$ cat src/rtl/alu_arbiter.sv
// alu_arbiter: two-port front end that shares one combinational ALU.
// A request is granted in IDLE, its operands are held while the external ALU
// evaluates them in EXEC, and the registered result is offered to the
// granted port in RESP until that port takes it.
module alu_arbiter #(
   parameter int FIXED_PRIO = 0,
   parameter int CNT_W      = 16
) (
   input  logic             clk,
   input  logic             reset_n,
   input  logic             req0_valid,
   input  logic             req1_valid,
   output logic             req0_ready,
   output logic             req1_ready,
   input  logic [31:0]      req0_srca,
   input  logic [31:0]      req0_srcb,
   input  logic [31:0]      req1_srca,
   input  logic [31:0]      req1_srcb,
   input  logic [2:0]       req0_alucontrol,
   input  logic [2:0]       req1_alucontrol,
   output logic             rsp0_valid,
   output logic             rsp1_valid,
   input  logic             rsp0_ready,
   input  logic             rsp1_ready,
   output logic [31:0]      rsp_result,
   output logic             rsp_zero,
   output logic [31:0]      alu_srca,
   output logic [31:0]      alu_srcb,
   output logic [2:0]       alu_control,
   input  logic [31:0]      alu_result,
   input  logic             alu_zero,
   output logic             busy,
   output logic [CNT_W-1:0] ops_done
);

   typedef enum logic [1:0] {
      IDLE = 2'd0,
      EXEC = 2'd1,
      RESP = 2'd2
   } state_t;

   state_t      state;
   state_t      state_next;
   logic        grant0;
   logic        grant1;
   logic        accept;
   logic        complete;
   logic        win_id;
   logic        last_grant;
   logic [31:0] op_a;
   logic [31:0] op_b;
   logic [2:0]  op_c;

   // State register; reset abandons any operation in flight.
   always_ff @(posedge clk or negedge reset_n) begin
      if (!reset_n) begin
         state <= IDLE;
      end else begin
         state <= state_next;
      end
   end

   // Arbitration and sequencing: grant only from IDLE, release only when the winner takes its result.
   always_comb begin
      state_next = state;
      grant0     = 1'b0;
      grant1     = 1'b0;
      complete   = 1'b0;
      case (state)
         IDLE: begin
            if (req0_valid && req1_valid) begin
               // last_grant = 1 means port 1 went last, so port 0 is owed the tie
               if ((FIXED_PRIO != 0) || last_grant) begin
                  grant0 = 1'b1;
               end else begin
                  grant1 = 1'b1;
               end
            end else if (req0_valid) begin
               grant0 = 1'b1;
            end else if (req1_valid) begin
               grant1 = 1'b1;
            end
            if (grant0 || grant1) begin
               state_next = EXEC;
            end
         end
         EXEC: begin
            state_next = RESP;
         end
         RESP: begin
            complete = win_id ? rsp1_ready : rsp0_ready;
            if (complete) begin
               state_next = IDLE;
            end
         end
         default: begin
            state_next = IDLE;
         end
      endcase
   end

   assign accept      = grant0 | grant1;
   // ready is gated by reset so a requester holding valid during reset sees no grant
   assign req0_ready  = reset_n & grant0;
   assign req1_ready  = reset_n & grant1;
   assign rsp0_valid  = (state == RESP) && !win_id;
   assign rsp1_valid  = (state == RESP) && win_id;
   assign busy        = (state != IDLE);
   assign alu_srca    = op_a;
   assign alu_srcb    = op_b;
   assign alu_control = op_c;

   // Datapath: latch the winner's operands, capture the ALU result, count completions.
   always_ff @(posedge clk or negedge reset_n) begin
      if (!reset_n) begin
         op_a       <= '0;
         op_b       <= '0;
         op_c       <= '0;
         win_id     <= 1'b0;
         last_grant <= 1'b1;
         rsp_result <= '0;
         rsp_zero   <= 1'b0;
         ops_done   <= '0;
      end else begin
         if (accept) begin
            op_a       <= grant1 ? req1_srca : req0_srca;
            op_b       <= grant1 ? req1_srcb : req0_srcb;
            op_c       <= grant1 ? req1_alucontrol : req0_alucontrol;
            win_id     <= grant1;
            last_grant <= grant1;
         end
         if (state == EXEC) begin
            rsp_result <= alu_result;
            rsp_zero   <= alu_zero;
         end
         if (complete) begin
            ops_done <= ops_done + CNT_W'(1);
         end
      end
   end

endmodule

$ cat config.mk
export PLATFORM = sky130hd
export DESIGN_NAME = alu_arbiter
export DESIGN_NICKNAME = d
export VERILOG_FILES = /design/src/rtl/alu_arbiter.sv
export SDC_FILE = /design/constraint.sdc
export NUM_CORES = 1
export LEC_CHECK = 0
export CORE_ASPECT_RATIO = 1.2
export CORE_MARGIN = 2
export CORE_UTILIZATION = 35
export DETAILED_ROUTE_END_ITERATION = 10
export HOLD_SLACK_MARGIN = 0.15
export PLACE_DENSITY = 0.72
export SLEW_MARGIN = 40
export SYNTH_ARGS = -nofsm -noshare
export SYNTH_HDL_FRONTEND = slang
export SYNTH_SLANG_ARGS = --single-unit
export TNS_END_PERCENT = 5
$ cat constraint.sdc
create_clock -name clk -period 1.7 [get_ports clk]
set_clock_uncertainty 0.05 [all_clocks]
set_input_delay 0.17 -clock clk [delete_from_list [all_inputs] [get_ports clk]]
set_output_delay 0.17 -clock clk [all_outputs]
set_load 0.02 [all_outputs]
Word-level counts from Yosys, hierarchy flattened
Index checks and enable logic that the tools add are counted.

storage, ports and cells
  flip-flop bits (word level) = 120
  bits in latches = 0
  bits in writable memories = 0
  ROM bits = 0
  input port bits = 173
  output and inout port bits = 121
  word-level logic and storage cells = 44
  memories kept = 0

cells by class
  add/subtract/negate cells = 1
  multiply operators = 0
  div/mod/pow operators = 0
  magnitude comparators = 0
  eq/ne operators = 4
  shift operators = 0
  mux-type cells = 19
  bitwise gates (word level) = 3
  reduce and logical (&&, ||, !) cells = 8

operators by type and width
  operator                 count
  $mux W32                 2
  $add A16 B1 Y16 const B  1
  $mux W1                  13
  $pmux W2 S3              1
  $mux W2                  2
  $ne A2 B2 Y1 const B     2
  $logic_and A1 B1 Y1      3
  $mux W3                  1
  $and A1 B1 Y1            2
  $eq A2 B1 Y1 const B     1
  $eq A2 B2 Y1 const B     1
  $logic_not A2 Y1         1
  $reduce_and A2 Y1        1
  $reduce_bool A2 Y1       1
  $logic_not A1 Y1         1
  $logic_or A1 B1 Y1       1
  $or A1 B1 Y1             1

Longest topological paths before layout
Gate-level depths: netlist of run 1.

  word-level depth = 7
  depth in mapped cells = 7

Worst setup path before layout of run 1
OpenSTA, ideal clock, no wires.

  path type = register to output
  from = register last_grant
  to = output port req1_ready
  arrival time = 1.339 ns
  required time = 1.480 ns
  slack = 0.141 ns
  stages on the path, launching flop included = 7
  path buffers = 3
  cells stage by stage = dfstp_2 nand2_1 and3_1 buf_4 buf_8 buf_8 and2_1

between the ends
  longest elaborated chain between the ends = 5

ends and longest elaborated chain
  element                   line  RTL
  start: declaration        49    logic last_grant;
  start signal: assignment  130   last_grant <= grant1;
  $mux W1                   73    if ((FIXED_PRIO != 0) || last_grant) begin
  $mux W1                   71    if (req0_valid && req1_valid) begin
  $mux W1 (2 in a row)      69    case (state)
  $and A1 B1 Y1             105   assign req1_ready = reset_n & grant1;
  end: declaration          14    output logic req1_ready,

Every way passes these cells. The select of a mux whose other input is x is not followed.

Final worst setup path of run 1
Same ends and word-level chain as after synthesis.

==> impl_metrics.sql, run 1 <==
INSERT INTO impl_metrics (metric_group, metric, value, unit) VALUES
('grt', 'overflow', '0', ''),
('power', 'power_leakage', '4.04', 'nW'),
('clock_network', 'cts_buffers', '17', ''),
('power', 'power_density', '1940', 'mW/mm^2'),
('worst_setup_path', 'timing.setup.critical_path_class', 'reg2out', ''),
('status', 'failed_checks', 'setup timing', ''),
('timing', 'count_of_endpoints_failing_setup_in_the_final_report', '1', ''),
('synthesis', 'yosys-mux-area-fraction', '0.0771', ''),
('synthesis', 'ys_ff_latch', '120', ''),
('layout', 'fillerInstances', '1182', ''),
('detailed_routing', 'number_of_vias_per_cell_after_detailed_routing', '4.90', ''),
('floorplan', 'dieWidth', '115', 'um'),
('synthesis', 'synth_sequential_area_ratio', '0.576', ''),
('clock_network', 'clock_tree.root_cell', 'sky130_fd_sc_hd__clkbuf_16', ''),
('detailed_routing', 'ant_nets', '0', ''),
('synthesis', 'synth_xor_xnor_area_share', '0.0252', ''),
('synthesis', 'number_of_flops_mapped_to_enable_cells_by_yosys', '0', ''),
('synthesis', 'yosys.area.top_type_share', '0.571', ''),
('synthesis', 'yosys.area_share.adder', '0.00240', ''),
('status', 'status', 'finished with violations', ''),
('timing', 'max_slew_margin', '0.651', ''),
('timing', 'post-route-min-period', '1.71', 'ns'),
('layout', 'finish.net_count', '997', ''),
('layout', 'diodes', '0', ''),
('synthesis', 'synth.net_count', '696', ''),
('synthesis', 'yosysWarnings', '0', ''),
('detailed_routing', 'routed-via-count', '5079', ''),
('worst_setup_path', 'timing.reg2reg.worst_path_depth', '5', ''),
('floorplan', 'chipHeight', '138', 'um'),
('floorplan', 'die_area', '0.0159', 'sq mm'),
('floorplan', 'initial_util', '0.360', ''),
('worst_setup_path', 'critical_path.startpoint_type', 'flop', ''),
('place', 'post-dp-hpwl', '13000', 'um'),
('synthesis', 'syn_avg_cell_area', '9.99', 'sq um'),
('floorplan', 'placeableCoreArea', '0.0145', 'sq mm'),
('grt', 'grt_pass1_vias', '5243', ''),
('flow_run', 'cap_viol_max_count', '0', ''),
('power', 'total_power', '17.6', 'mW'),
('synthesis', 'ys_top_cells_by_area', 'sky130_fd_sc_hd__dfrtp_1 57%, sky130_fd_sc_hd__a21oi_1 13%, sky130_fd_sc_hd__mux2_2 7.1%', ''),
('clock_network', 'clock_path_buffers', '2', ''),
('timing', 'postLayoutSetupSlackWorst', '-0.00884', 'ns'),
('synthesis', 'synthCells', '522', ''),
('synthesis', 'main_combinational_cell_family_by_area_after_synthesis', 'simple AND/OR/NAND/NOR gates', ''),
('worst_setup_path', 'required', '1.48', 'ns'),
('worst_hold_path', 'worstHoldPathCells', '3', ''),
('synthesis', 'synth-main-ff-cell', 'sky130_fd_sc_hd__dfrtp_1', ''),
('timing', 'report.final.hold_viol_count', '0', ''),
('grt', 'grt_util_all_layers', '0.223', ''),
('floorplan', 'boundaryPins', '294', ''),
('power', 'ir_worst_vdd', '932', 'uV'),
('worst_setup_path', 'critical_path.reg2reg.startpoint', 'state[1]', ''),
('worst_setup_path', 'critical_path_peak_fanout', '2', ''),
('grt', 'grt_use_met1', '0.236', ''),
('synthesis', 'complex_gate_fraction_of_the_synthesized_area', '0.133', ''),
('clock_network', 'cts_tree', 'yes', ''),
('grt', 'top_usage_layer', 'met2', ''),
('detailed_routing', 'totalWireLength', '18000', 'um'),
('clock_network', 'clock_insertion_delay_worst_skew', '0.41', 'ns'),
('grt', 'grt_antenna_before_repair', '0', ''),
('detailed_routing', 'detailedRoute.firstPassIterationCount', '4', ''),
('clock_network', 'cts-htree-levels', '4', ''),
('layout', 'multi_input_area', '0.00203', 'sq mm'),
('worst_setup_path', 'cp_data_arrival_time', '1.49', 'ns'),
('grt', 'grt_start_max_net_pins', '96', ''),
('worst_hold_path', 'worstHoldPathType', 'in2reg', ''),
('detailed_routing', 'dr.first_iter.drc_count', '316', ''),
('grt', 'grt_pass1_wl', '27000', 'um'),
('detailed_routing', 'drcViolationCount', '0', ''),
('grt', 'met2_usage', '0.396', ''),
('floorplan', 'floorplan.rows', '48', ''),
('synthesis', 'synth_top_cell_by_area', 'sky130_fd_sc_hd__dfrtp_1', '');
-- cell usage in the layout, fill, tap and decap left out, types with 3 or more instances in the layout --
| cell type | n |
|---|---|
| sky130_fd_sc_hd__xor2_1 | 7 |
| sky130_fd_sc_hd__nand2_1 | 74 |
| sky130_fd_sc_hd__nand3_1 | 5 |
| sky130_fd_sc_hd__buf_12 | 7 |
| sky130_fd_sc_hd__dlygate4sd2_1 | 7 |
| sky130_fd_sc_hd__inv_1 | 3 |
| sky130_fd_sc_hd__clkdlybuf4s50_1 | 273 |
| sky130_fd_sc_hd__clkinv_2 | 5 |
| sky130_fd_sc_hd__dfrtp_1 | 119 |
| sky130_fd_sc_hd__nand4_1 | 5 |
| sky130_fd_sc_hd__buf_4 | 14 |
| sky130_fd_sc_hd__xnor2_1 | 8 |
| sky130_fd_sc_hd__nor2_1 | 71 |
| sky130_fd_sc_hd__dlymetal6s2s_1 | 7 |
| sky130_fd_sc_hd__bufinv_16 | 4 |
| sky130_fd_sc_hd__buf_6 | 3 |
| sky130_fd_sc_hd__mux2_2 | 33 |
| sky130_fd_sc_hd__nor3_1 | 3 |
| sky130_fd_sc_hd__a21oi_1 | 134 |
| sky130_fd_sc_hd__clkbuf_16 | 17 |
-- synth_stat cells (2+ instances only) --
| library cell | instances |
|---|---|
| sky130_fd_sc_hd__nand4_1 | 5 |
| sky130_fd_sc_hd__and3_1 | 3 |
| sky130_fd_sc_hd__o21ai_0 | 2 |
| sky130_fd_sc_hd__mux2_4 | 2 |
| sky130_fd_sc_hd__buf_2 | 16 |
| sky130_fd_sc_hd__a21oi_1 | 135 |
| sky130_fd_sc_hd__inv_1 | 3 |
| sky130_fd_sc_hd__nand2b_1 | 2 |
| sky130_fd_sc_hd__xor2_1 | 7 |
| sky130_fd_sc_hd__buf_8 | 3 |
| sky130_fd_sc_hd__xnor2_1 | 8 |
| sky130_fd_sc_hd__nand2_1 | 75 |
| sky130_fd_sc_hd__mux2_2 | 33 |
| sky130_fd_sc_hd__nor3_1 | 3 |
| sky130_fd_sc_hd__buf_4 | 2 |
| sky130_fd_sc_hd__nand3_1 | 6 |
| sky130_fd_sc_hd__nor2_1 | 71 |
| sky130_fd_sc_hd__clkbuf_1 | 12 |
| sky130_fd_sc_hd__and2_1 | 3 |
| sky130_fd_sc_hd__dfrtp_1 | 119 |
-- worst max-delay path by stage --
stage / startpoint / endpoint / slack [ns] / cells after the start
finish: last_grant / req1_ready / -0.009 / 4
global route: state[1] / alu_srca[26] / -0.08 / 5
CTS: last_grant / req1_ready / -0.09 / 4
detailed placement: req1_valid / alu_control[0] / -0.40 / 5
global placement: req1_valid / alu_srca[4] / -0.35 / 5
floorplan: last_grant / req1_ready / 0.14 / 6
-- report_power, final --
part	leakage, nW	internal (mW)	switching, mW
clock	0.302	2.48	1.31
sequential	1.39	4.20	0.784
combinational	2.34	4.24	4.64
total	4.04	10.9	6.73
-- layout make-up --
class | instances | share of cell area
clock buffers | 19 | 0.0486
clock inverters | 13 | 0.0195
inverters | 4 | 0.00165
multi-input cells | 364 | 0.222
flip-flops and latches | 120 | 0.330
well taps | 200 | 0.0274
repair buffers | 316 | 0.351
-- flip-flops by register name (all words and copies together), names as in the netlist --
| register | flops |
|---|---|
| alu_control | 3 |
| alu_srca | 32 |
| alu_srcb | 32 |
| last_grant | 1 |
| ops_done | 16 |
| rsp_result | 32 |
| rsp_zero | 1 |
| state | 2 |
| win_id | 1 |
-- routing by layer --
metal / vias up / part of all wire
met5: - / 0
met4: 0 / 0.022
met3: 29 / 0.094
met2: 237 / 0.52
met1: 2447 / 0.36
li1: 2366 / -
-- cells by family (layout without fill, tap and decap cells) --
kind of cell | count (synthesis) | after routing
compound gates | 138 | 138
xor+xnor | 15 | 15
fa+ha+maj | 1 | 1
buf+inv | 38 | 352
flops | 120 | 120
mux | 35 | 35
simple gates | 175 | 175
-- worst max-delay path: stages (launching register included) --
cell and delay, ns:
sky130_fd_sc_hd__dfstp_2 0.54, sky130_fd_sc_hd__nand2_2 0.06, sky130_fd_sc_hd__and3_4 0.19, sky130_fd_sc_hd__and2_4 0.16, sky130_fd_sc_hd__buf_6 0.13
-- repair_timing --
| action | in CTS | in global routing |
|---|---|---|
| buffers inserted | 0 | 5 |
| hold buffers | 1 | 0 |
| pin swaps | 0 | 2 |
| setup endpoints to repair | 84 | 78 |
| endpoints found under the hold margin | 120 | 0 |
| resized for setup | 30 | 19 |
-- stage by stage --
step           setup WS [ns]  instances  cell area, sq um  TNS [ns]  hold WS [ns]
6_report            -0.00884       1036              9120  -0.00884         0.239
5_1_grt              -0.0811       1036              9120    -0.864         0.232
4_1_cts              -0.0949       1031              9030    -0.225         0.225
3_5_place_dp          -0.400        998              8420    -24.37         0.230
3_3_place_gp          -0.352        998              8420    -22.04         0.230
2_1_floorplan          0.141        522              5210         0        -0.176
(Power assumes the default switching activity.)
==> inputs of run 2 (changes only) <==
--- a/config.mk
+++ b/config.mk
@@ -5,6 +5,7 @@
 export SDC_FILE = /design/constraint.sdc
 export NUM_CORES = 1
 export LEC_CHECK = 0
+export CAP_MARGIN = 0
 export CORE_ASPECT_RATIO = 1.2
 export CORE_MARGIN = 2
 export CORE_UTILIZATION = 35
==> results of run 2 <==
No change in the layout: final DEF, timing and power equal those of run 1.
==> inputs of run 3 (changes only) <==
--- a/config.mk
+++ b/config.mk
@@ -8,10 +8,10 @@
 export CAP_MARGIN = 0
 export CORE_ASPECT_RATIO = 1.2
 export CORE_MARGIN = 2
-export CORE_UTILIZATION = 35
+export CORE_UTILIZATION = 39
 export DETAILED_ROUTE_END_ITERATION = 10
 export HOLD_SLACK_MARGIN = 0.15
-export PLACE_DENSITY = 0.72
+export PLACE_DENSITY = 0.79
 export SLEW_MARGIN = 40
 export SYNTH_ARGS = -nofsm -noshare
 export SYNTH_HDL_FRONTEND = slang
==> impl_metrics.sql, run 3 (synthesis gave the netlist of run 1 again) <==
INSERT INTO impl_metrics (metric_group, metric, value, unit) VALUES
('clock_network', 'cts-htree-levels', '4', ''),
('worst_hold_path', 'worstHoldPathType', 'in2reg', ''),
('layout', 'layout_common_cells', '276 x sky130_fd_sc_hd__clkdlybuf4s50_1, 135 x sky130_fd_sc_hd__a21oi_1, 119 x sky130_fd_sc_hd__dfrtp_1', ''),
('power', 'ir_worst_vdd', '914', 'uV'),
('timing', 'count_of_endpoints_failing_setup_in_the_final_report', '0', ''),
('power', 'power_leakage', '3.99', 'nW'),
('timing', 'max_freq', '602', 'MHz'),
('timing', 'post-route-period-util', '0.977', ''),
('worst_setup_path', 'critical_path.max_stage_delay', '0.65', 'ns'),
('layout', 'design_area', '0.00903', 'sq mm'),
('floorplan', 'die_area', '0.0143', 'sq mm'),
('timing', 'timing_worst_slew_pin_value', '0.663', 'ns'),
('worst_setup_path', 'critical_path.startpoint_type', 'flop', ''),
('clock_network', 'cts.clk_slew.worst_paths', '0.06', 'ns'),
('layout', 'diodes', '0', ''),
('layout', 'layout.cells.most_common', 'sky130_fd_sc_hd__clkdlybuf4s50_1', ''),
('detailed_routing', 'dr.first_iter.drc_count', '223', ''),
('floorplan', 'initial_util', '0.397', ''),
('clock_network', 'clock_path_buffers', '2', ''),
('floorplan', 'chipHeight', '131', 'um'),
('detailed_routing', 'routed_length_per_instance', '17.3', 'um'),
('place', 'placed_cells_incl_taps', '969', ''),
('floorplan', 'placeableCoreArea', '0.0131', 'sq mm'),
('timing', 'timing.final.max_slew_violations', '0', ''),
('timing', 'post-route-min-period', '1.66', 'ns'),
('timing', 'grt_setup_unrepaired', 'no', ''),
('floorplan', 'boundaryPins', '294', ''),
('floorplan', 'floorplan.rows', '46', ''),
('clock_network', 'cts_buffers', '17', ''),
('clock_network', 'clock_tree.root_cell', 'sky130_fd_sc_hd__clkbuf_16', ''),
('grt', 'grt_antenna_before_repair', '0', ''),
('flow_run', 'cap_viol_max_count', '0', ''),
('worst_setup_path', 'worst_path_max_delay_cell', 'sky130_fd_sc_hd__clkdlybuf4s50_1', ''),
('layout', 'post-route-util', '0.688', ''),
('worst_setup_path', 'timing.critical_path.buf_inv', '1', ''),
('timing', 'report.final.hold_viol_count', '0', ''),
('grt', 'grt_util_all_layers', '0.241', ''),
('layout', 'area_growth', '73.2', '%'),
('worst_setup_path', 'critical_path.endpoint_type', 'output pin', ''),
('grt', 'overflow', '0', ''),
('worst_setup_path', 'cp_data_arrival_time', '1.44', 'ns'),
('place', 'dpl-instance-area', '0.00841', 'sq mm'),
('detailed_routing', 'number_of_vias_per_cell_after_detailed_routing', '5.07', ''),
('clock_network', 'cts_tree', 'yes', ''),
('place', 'post-dp-hpwl', '12600', 'um'),
('grt', 'grt_start_max_net_pins', '72', ''),
('worst_setup_path', 'timing.setup.critical_path_class', 'reg2out', ''),
('timing', 'max_slew_margin', '0.558', ''),
('place', 'placement.io_buffers', '293', ''),
('detailed_routing', 'routed-via-count', '5081', ''),
('detailed_routing', 'totalWireLength', '17400', 'um'),
('detailed_routing', 'ant_nets', '0', ''),
('clock_network', 'clock_insertion_delay_worst_skew', '0.40', 'ns'),
('worst_setup_path', 'worstPathCellList', 'clkdlybuf4s50_1', ''),
('place', 'gp_congestion', '0.792', ''),
('power', 'power_density', '1920', 'mW/mm^2'),
('clock_network', 'clock_sinks', '120', ''),
('layout', 'finish.net_count', '996', ''),
('worst_setup_path', 'required', '1.48', 'ns'),
('layout', 'finish.cell_count_without_fillers', '1003', ''),
('status', 'status', 'finished, final reports clean', ''),
('grt', 'grt_pass1_vias', '5330', ''),
('worst_setup_path', 'critical_path_peak_fanout', '3', ''),
('timing', 'whs', '0.246', 'ns'),
('detailed_routing', 'drcViolationCount', '0', ''),
('grt', 'grt_pass1_wl', '26300', 'um'),
('floorplan', 'dieWidth', '110', 'um'),
('layout', 'drive_gt1_frac', '0.127', ''),
('worst_setup_path', 'worst_path_dominant_cell_family', 'buffers and inverters', ''),
('detailed_routing', 'detailedRoute.firstPassIterationCount', '4', '');
==> run 3: path summary, 6_finish.rpt <==
kind / startpoint / endpoint / slack [ns] / cells past startpoint
worst max-delay path: ops_done[8] / ops_done[8] / 0.04 / 1
worst min-delay path: req0_alucontrol[0] / alu_control[0] / 0.25 / 3
worst max register to register: state[0] / ops_done[11] / 0.08 / 7
worst min register to register: ops_done[15] / ops_done[15] / 0.44 / 1
max in group asynchronous: reset_n / alu_srca[8] / 0.66 / 3
min in group asynchronous: reset_n / last_grant / 0.29 / 2
==> run 3: layer usage <==
| metal | GRT usage | routed length (um) | share of wire |
|---|---|---|---|
| met1 | 0.255 | 6210 | 0.36 |
| met5 | 0 | 0 | 0 |
| met3 | 0.0888 | 1630 | 0.094 |
| met4 | 0.125 | 634 | 0.037 |
| met2 | 0.419 | 8900 | 0.51 |
==> run 3: layout make-up <==
| type | count | area, sq um |
|---|---|---|
| clock inverter | 14 | 150 |
| clock buffer | 18 | 439 |
| sequential | 120 | 3000 |
| timing repair buffer | 315 | 3190 |
| tap | 168 | 210 |
| multi-input combinational | 364 | 2030 |
| inverter | 4 | 15.0 |
| fill | 1011 | 4090 |
==> run 3: timing repair <==
item / 4_1_cts / 5_1_grt
setup buffers: 0 / 0
pin swaps: 1 / 2
gates resized for setup: 27 / 10
hold buffers: 2 / 0
hold endpoints to repair: 120 / 0
cloned: 0 / 0
endpoints found under the setup margin: 12 / 14
==> run 3: worst min-delay path: stages <==
cell,delay [ns]
sky130_fd_sc_hd__clkdlybuf4s50_1,0.39
sky130_fd_sc_hd__nand2_1,0.05
sky130_fd_sc_hd__a21oi_1,0.05
==> run 3: power breakdown <==
part	leakage [nW]	internal, mW	switching, mW	total, mW
clock network	0.276	2.20	1.32	3.53
registers	1.39	4.20	0.782	4.98
logic	2.32	4.21	4.64	8.85
==> run 3: per-stage QoR <==
stage | total power [mW] | TNS (ns) | worst slack, ns
floorplan | 9.61 | 0 | 0.141
global placement | 13.6 | -0.366 | -0.203
detailed placement | 13.9 | -0.812 | -0.203
CTS | 17.5 | -0.0648 | -0.0648
global route | 18.4 | 0 | 0.00179
finish | 17.4 | 0 | 0.0387
